<file path="src/rtl/add_serial.sv">
// Word-serial NBITS-bit adder with carry-in: one WBITS-wide word per cycle, LSW first.
// Optional modular reduction by q is enabled with `define ADD_SERIAL_MODRED_EN.
module add_serial #(
  parameter int NBITS = 256,
  parameter int WBITS = 64
) (
  input  logic             clk,
  input  logic             rst,
  input  logic             start,
  input  logic [NBITS-1:0] a,
  input  logic [NBITS-1:0] b,
  input  logic             c,
`ifdef ADD_SERIAL_MODRED_EN
  input  logic [NBITS-1:0] q,
`endif
  output logic             busy,
  output logic             done,
  output logic             cout,
  output logic [NBITS-1:0] y
);

  localparam int NUM = NBITS / WBITS;
  localparam int KW  = (NUM > 1) ? $clog2(NUM) : 1;

  typedef enum logic [1:0] {
    S_IDLE,
    S_ADD,
`ifdef ADD_SERIAL_MODRED_EN
    S_RED,
`endif
    S_DONE
  } state_t;

  state_t           r_state;
  state_t           w_next_state;
  logic [NBITS-1:0] r_a;
  logic [NBITS-1:0] r_b;
  logic [NBITS-1:0] r_sum;
  logic             r_carry;
  logic [KW-1:0]    r_k;
  logic [NBITS-1:0] r_y;
  logic             r_cout;

  logic             w_last;
  logic [WBITS:0]   w_word;
  logic [NBITS-1:0] w_a_shift;
  logic [NBITS-1:0] w_b_shift;
  logic [NBITS-1:0] w_sum_next;

  assign w_last = (r_k == KW'(NUM - 1));
  assign w_word = {1'b0, r_a[WBITS-1:0]} + {1'b0, r_b[WBITS-1:0]} + {{WBITS{1'b0}}, r_carry};

  // The sum register fills from the top, so after NUM shifts word 0 sits at the bottom.
  if (NUM == 1) begin : g_single
    assign w_a_shift  = '0;
    assign w_b_shift  = '0;
    assign w_sum_next = w_word[WBITS-1:0];
  end else begin : g_multi
    assign w_a_shift  = {{WBITS{1'b0}}, r_a[NBITS-1:WBITS]};
    assign w_b_shift  = {{WBITS{1'b0}}, r_b[NBITS-1:WBITS]};
    assign w_sum_next = {w_word[WBITS-1:0], r_sum[NBITS-1:WBITS]};
  end

`ifdef ADD_SERIAL_MODRED_EN
  logic [NBITS-1:0] r_q;
  logic [NBITS-1:0] r_t;
  logic             r_sumc;
  logic [WBITS:0]   w_diff;
  logic             w_borrow;
  logic [NBITS-1:0] w_sum_rot;
  logic [NBITS-1:0] w_q_shift;
  logic [NBITS-1:0] w_t_next;

  // During RED the sum rotates once per word, so it is back in place after NUM cycles.
  assign w_diff   = {1'b0, r_sum[WBITS-1:0]} - {1'b0, r_q[WBITS-1:0]} - {{WBITS{1'b0}}, r_carry};
  assign w_borrow = w_diff[WBITS];

  if (NUM == 1) begin : g_red_single
    assign w_sum_rot = r_sum;
    assign w_q_shift = '0;
    assign w_t_next  = w_diff[WBITS-1:0];
  end else begin : g_red_multi
    assign w_sum_rot = {r_sum[WBITS-1:0], r_sum[NBITS-1:WBITS]};
    assign w_q_shift = {{WBITS{1'b0}}, r_q[NBITS-1:WBITS]};
    assign w_t_next  = {w_diff[WBITS-1:0], r_t[NBITS-1:WBITS]};
  end
`endif

  // NOTE: the reset is sampled on the clock edge, so it sits inside the clocked branch.
  always_ff @(posedge clk) begin
    if (rst) r_state <= S_IDLE;
    else     r_state <= w_next_state;
  end

  // NOTE: every output of this block gets a default first so no latch is inferred.
  always_comb begin
    w_next_state = r_state;
    busy         = 1'b0;
    done         = 1'b0;
    case (r_state)
      S_IDLE: if (start) w_next_state = S_ADD;
      S_ADD: begin
        busy = 1'b1;
`ifdef ADD_SERIAL_MODRED_EN
        if (w_last) w_next_state = S_RED;
`else
        if (w_last) w_next_state = S_DONE;
`endif
      end
`ifdef ADD_SERIAL_MODRED_EN
      S_RED: begin
        busy = 1'b1;
        if (w_last) w_next_state = S_DONE;
      end
`endif
      S_DONE: begin
        done         = 1'b1;
        w_next_state = S_IDLE;
      end
      default: w_next_state = S_IDLE;
    endcase
  end

  // NOTE: state registers use non-blocking assignments so every update sees pre-edge values.
  always_ff @(posedge clk) begin
    if (rst) begin
      r_a     <= '0;
      r_b     <= '0;
      r_sum   <= '0;
      r_carry <= 1'b0;
      r_k     <= '0;
      r_y     <= '0;
      r_cout  <= 1'b0;
`ifdef ADD_SERIAL_MODRED_EN
      r_q     <= '0;
      r_t     <= '0;
      r_sumc  <= 1'b0;
`endif
    end else begin
      case (r_state)
        S_IDLE: if (start) begin
          r_a     <= a;
          r_b     <= b;
          r_carry <= c;
          r_k     <= '0;
`ifdef ADD_SERIAL_MODRED_EN
          r_q     <= q;
`endif
        end
        S_ADD: begin
          r_a     <= w_a_shift;
          r_b     <= w_b_shift;
          r_sum   <= w_sum_next;
          r_carry <= w_word[WBITS];
          r_k     <= w_last ? '0 : r_k + 1'b1;
          if (w_last) begin
`ifdef ADD_SERIAL_MODRED_EN
            r_sumc  <= w_word[WBITS];
            r_carry <= 1'b0;
`else
            r_y     <= w_sum_next;
            r_cout  <= w_word[WBITS];
`endif
          end
        end
`ifdef ADD_SERIAL_MODRED_EN
        S_RED: begin
          r_sum   <= w_sum_rot;
          r_q     <= w_q_shift;
          r_t     <= w_t_next;
          r_carry <= w_borrow;
          r_k     <= w_last ? '0 : r_k + 1'b1;
          if (w_last) begin
            // Keep the difference when the sum overflowed or did not go negative.
            r_y    <= (r_sumc || !w_borrow) ? w_t_next : w_sum_rot;
            r_cout <= 1'b0;
          end
        end
`endif
        default: ;
      endcase
    end
  end

  assign y    = r_y;
  assign cout = r_cout;

endmodule

</file>
<file path="config.mk">
export PLATFORM = sky130hd
export DESIGN_NAME = add_serial
export DESIGN_NICKNAME = d
export VERILOG_FILES = /design/src/rtl/add_serial.sv
export SDC_FILE = /design/constraint.sdc
export NUM_CORES = 2
export LEC_CHECK = 0
export BUFFER_PORTS_ARGS = -buffer_cell sky130_fd_sc_hd__buf_4
export CAP_MARGIN = 40
export CORE_AREA = 2 2 299 301
export CTS_CLUSTER_SIZE = 16
export DETAILED_ROUTE_END_ITERATION = 8
export DIE_AREA = 0 0 301 303
export PLACE_DENSITY = 0.68
export RECOVER_POWER = 100
export SYNTH_ARGS = -nofsm -noshare
export SYNTH_HDL_FRONTEND = slang
export SYNTH_SLANG_ARGS = --single-unit
export TNS_END_PERCENT = 20
</file>
<file path="constraint.sdc">
create_clock -name clk -period 5.6 [get_ports clk]
set_input_delay 0.56 -clock clk [delete_from_list [all_inputs] [get_ports clk]]
set_output_delay 0.56 -clock clk [all_outputs]
set_load 0.01 [all_outputs]
</file>
# Word-level counts from Yosys, hierarchy flattened

Cells that the tools add are included.

Reduce and logical (&&, ||, !) cells: 5
Equality and inequality tests: 5
Muxes and demuxes: 14
$add $sub $neg: 3

Operators with widths:

| operator                                       | count |
|---|---|
| one-hot mux 256 bit (2 select lines)           | 2 |
| 2-to-1 mux 256 bit                             | 2 |
| adder 64 x 64 -> 65 bit                        | 1 |
| adder 65 x 1 -> 65 bit                         | 1 |
| 2-to-1 mux 2 bit                               | 4 |
| one-hot mux 2 bit (2 select lines)             | 2 |
| AND reduction 2 bit                            | 3 |
| == test 2 bit (second input constant)          | 2 |
| != test 2 bit (second input constant)          | 2 |
| 2-to-1 mux 1 bit                               | 3 |
| adder 2 x 1 -> 2 bit (second input constant)   | 1 |
| == test 2 x 1 -> 1 bit (second input constant) | 1 |
| zero test 2 bit                                | 1 |
| one-hot mux 1 bit (2 select lines)             | 1 |
| nonzero test 2 bit                             | 1 |

Flip-flop bits (word level): 1030

# Logic depth before layout (Yosys ltp)

Depth after elaboration: 3
Mapped depth: 11

# Least setup slack after synthesis

No wires, ideal clock.

Path kind: reg2reg
Start: reg r_a[0]
End: reg r_sum[250]
Path buffers: 0
Arrival: 3.240 ns
Setup slack: 2.238 ns
Cell stages (with the launch flop): 12
Setup time: 0.122 ns
Cell sequence: dfxtp_1 -> fa_1 -> fa_1 -> a21o_1 -> a311o_1 -> a2111oi_0 -> nor3_1 -> o211ai_1 -> nand2_1 -> a31oi_1 -> nor4_1 -> a311o_1

Longest elaborated chain between the ends: 2

RTL lines:

| item                    | line | text |
|---|---|---|
| from (decl)             | 36   | `logic [NBITS-1:0] r_a;` |
| from (signal assigned)  | 151  | `r_a <= w_a_shift;` |
| adder 64 x 64 -> 65 bit | 51   | `assign w_word = {1'b0, r_a[WBITS-1:0]} + {1'b0, r_b[WBITS-1:0]} + {{WBITS{1'b0}}, r_carry};` |
| adder 65 x 1 -> 65 bit  | 51   |  |
| to (signal assigned)    | 153  | `r_sum <= w_sum_next;` |
| to (decl)               | 38   | `logic [NBITS-1:0] r_sum;` |

No other way between the ends.
A chain may end at the register's enable or synchronous reset.

# Worst setup path after layout

Start: reg r_state[1]
End: out busy

Longest elaborated chain between the ends: 2

RTL lines:

| item                   | line | text |
|---|---|---|
| from (decl)            | 34   | `state_t r_state;` |
| from (signal assigned) | 92   | `else r_state <= w_next_state;` |
| == test 2 x 1 -> 1 bit | 100  | `case (r_state)` |
| 2-to-1 mux 1 bit       | 100  |  |
| to (decl)              | 16   | `output logic busy,` |

No other way between the ends.

==> impl_metrics.yaml <==
worst_setup_path:
  critPathLaunchType: "flop"
  path_cells: "nand2b_1 > inv_8 > buf_12 > clkbuf_1"
  path_class: "reg2out"
  worstPathMaxFanout: 189
  cp.required_ns: 5.04
  crit_buf_inv: 3
  worstSetupPathDepth: 4
  reg2reg_depth: 8
  cp.arrival_ns: 4.23
  slowest_stage: "inv_8"
  cp_top_family: "buffers and inverters"
  r2r-start: "r_state[1]$_SDFFE_PP0P_"
  end_kind: "primary output"
  r2r_setup_slack_ns: 0.98
  slowest_delay_ns: 1.02
  crit_start: "r_state[1]$_SDFFE_PP0P_"
logic_synthesis:
  synthCells: 5134
  synthDistinctLibCells: 66
  ys_warn_count: 0
  synthesis.nets: 5716
  ys_seq_area_share_pct: 48.4
  syn-cell-area_um2: 40000
  synth_async_sr_flop_share_pct: 0
  ys_ff_latch: 966
  synth_edf_count: 0
  ys.flop_type: "dfxtp_1"
  syn_area_per_cell_um2: 7.79
drt:
  wl_per_cell_um: 21.7
  num_vias: 38600
  wl_um: 149000
  ant_nets: 0
  wl_met1_um: 61900
  top_layer: "met5"
  routed-wl-met2_um: 69900
  drc: 0
  firstDrtPassIters: 6
  drtIter0Drc: 3517
  drt-vias-per-instance: 5.61
  wl_met3_um: 11200
timing:
  setup_viol: 0
  maxSlewViolCount: 240
  slew_headroom_pct: -115
  setup_tns_ns: 0
  timing.final.ws_setup_ns: 0.813
  worst_pin_slew_ns: 3.23
  post-route-min-period_ns: 4.79
  finClkSkew_ns: 0.0597
  hold_viol_final: 0
  rsz0062_at_grt: "no"
  fmax_ghz: 0.209
  period_share_pct: 85.5
clock_network:
  post_cts_resized: 0
  insertion_delay_ns: 0.68
  cts_setup_buffers: 0
  cts_max_level: 3
  clkTransAtPathRegs_ns: 0.06
  cts_sinks: 966
  clockBufferDepth: 3
  hold_buffers: 0
  cts_tree: "done"
  root_buffer: "clkbuf_16"
  cts_buffers: 101
grt:
  grt_max_degree: 229
  grt_usage_pct: 31.1
  grt_pass1_vias: 35300
  grt-ovfl-total: 0
  grt_pass1_wl_um: 219000
  antenna_found_initial: 44
die:
  fp.coreArea_um2: 88000
  fp.dieW_um: 301
  pin_count: 775
  die-area_um2: 91200
  start_util_pct: 45.5
  die_y_um: 303
  row_count: 109
power:
  sequentialPowerShare_pct: 45.2
  switchingPower_w: 0.00459
  switching_share_pct: 27.5
  p_int_w: 0.0121
  powerDensity_nw_per_um2: 343
  peakVddDrop_mv: 0.261
  power.share.clock_pct: 41.6
  p_leak_nw: 18.8
  p_comb_share_pct: 13.2
placed_design:
  gp_congestion: 0.908
  dp.final_hpwl_um: 108000
  port_buffers: 774
  placed_area_um2: 46200
  post-place-ws_ns: 1.26
  dp.cells: 6665
run:
  maxCapViolCount: 3
status:
  violations: "max-capacitance violations, max-slew violations"
  outcome: "finished, violations left"
layout:
  area_growth_pct: 21.8
  layout-drive-gt1-share_pct: 12.9
  final_nets: 6185
  final_area_um2: 48700
  final_cells: 6881
min_path:
  whs_path_depth: 3
  min_from: "b[238]"
  min_path_type: "in2reg"
## per-stage QoR
step	total power (W)	hold slack [ns]	util, %
2_1_floorplan	0.00894	0.432	-
3_3_place_gp	0.00985	0.438	52.3
3_5_place_dp	0.00988	0.442	52.5
4_1_cts	0.0168	0.0850	56.5
5_1_grt	0.0173	0.0997	55.3
6_report	0.0167	0.116	55.4
## final cells by class
cell class	instances	area [um2]
antenna	29	72.6
clock buffer	150	3010
fill	8585	39300
multi-input combinational	3709	18900
tap	1165	1460
inverter	14	60.1
sequential	966	19300
clock inverter	37	477
timing repair buffer	811	5340
## state kept, by name (all words and copies together), names as in the netlist
register,flops
cout,1
r_a,256
r_b,256
r_carry,1
r_k,2
r_state,2
r_sum,192
y,256
## power by group through the flow
stage	combinational, W	sequential [W]	clock (W)
floorplan	0.00139	0.00755	0
global placement	0.00217	0.00768	0
detailed placement	0.00218	0.00769	0
CTS	0.00219	0.00755	0.00705
global route	0.00241	0.00758	0.00733
finish	0.00221	0.00755	0.00696
## cells by family (layout without fill, tap and decap cells)
logic type | after synthesis | count (layout) | share of synthesized area, %
compound gates | 1225 | 1225 | 21.1
xor+xnor | 47 | 47 | 1.03
fa+ha+maj | 66 | 66 | 2.10
buf+inv | 459 | 1012 | 4.31
flops | 966 | 966 | 48.4
mux | 4 | 4 | 0.100
other cells | 0 | 29 | 0
simple gates | 2367 | 2367 | 23.0
## worst min-delay path: stages
cell,delay (ns)
buf_4,0.08
a22oi_1,0.05
nor2_1,0.07
## synthesized netlist by cell type, types with 4 or more instances
| master | count | area, um2 |
|---|---|---|
| nand2_1 | 1607 | 6030 |
| dfxtp_1 | 966 | 19300 |
| nor2_1 | 608 | 2280 |
| a21oi_1 | 489 | 2450 |
| clkbuf_1 | 426 | 1600 |
| a311oi_1 | 383 | 3350 |
| a22oi_1 | 129 | 968 |
| ha_1 | 64 | 801 |
| o21ai_0 | 55 | 275 |
| nand3_1 | 53 | 265 |
| nand4_1 | 38 | 238 |
| a21o_1 | 34 | 255 |
| xnor2_1 | 33 | 289 |
| buf_1 | 18 | 67.6 |
| o21bai_1 | 17 | 128 |
| a211oi_1 | 14 | 105 |
| o21a_1 | 14 | 105 |
| xor2_1 | 14 | 123 |
| inv_1 | 13 | 48.8 |
| nor3_1 | 13 | 65.1 |
| o211ai_1 | 12 | 90.1 |
| a31oi_1 | 11 | 68.8 |
| a311o_1 | 10 | 100 |
| o31ai_1 | 8 | 60.1 |
| or4_1 | 7 | 52.6 |
| nand2b_1 | 6 | 37.5 |
| and2_1 | 5 | 31.3 |
| and3_1 | 5 | 31.3 |
| nor2b_1 | 5 | 31.3 |
| o31a_1 | 5 | 43.8 |
| or3_1 | 5 | 31.3 |
| a2111oi_0 | 4 | 35.0 |
| a221oi_1 | 4 | 35.0 |
| mux2i_1 | 4 | 40.0 |
| o2111ai_1 | 4 | 35.0 |
## worst paths after layout
path / endpoint
max: busy
min: r_b[238]$_SDFFE_PP0P_
max reg2reg: y[233]$_SDFFE_PP0P_
min reg2reg: y[29]$_SDFFE_PP0P_
## metal layers
metal	vias up	GRT usage, %
li1	18700	-
met1	18200	39.8
met2	1366	50.8
met3	287	6.47
met4	22	13.7
met5	-	0
## cell usage in the layout (no fill, tap or decap), types with 6 or more instances in the layout
cell type / instances
nand4_1: 38
o21ai_0: 56
or4_1: 7
nor3_1: 13
clkbuf_2: 7
xor2_1: 14
dfxtp_1: 966
xnor2_1: 33
a211oi_1: 14
nor2_1: 607
a21o_1: 34
a31oi_1: 12
buf_12: 12
diode_2: 29
clkbuf_1: 278
a22oi_1: 129
inv_1: 12
o21a_1: 14
clkbuf_16: 101
o31ai_1: 8
nand2_1: 1606
nand3_1: 53
bufinv_16: 7
a311oi_1: 383
a311o_1: 10
buf_4: 526
clkbuf_8: 30
ha_1: 64
clkinv_2: 15
a21oi_1: 489
nand2b_1: 6
clkinvlp_4: 7
o211ai_1: 12
o21bai_1: 17
No activity file was read; power rests on OpenSTA's default activity.
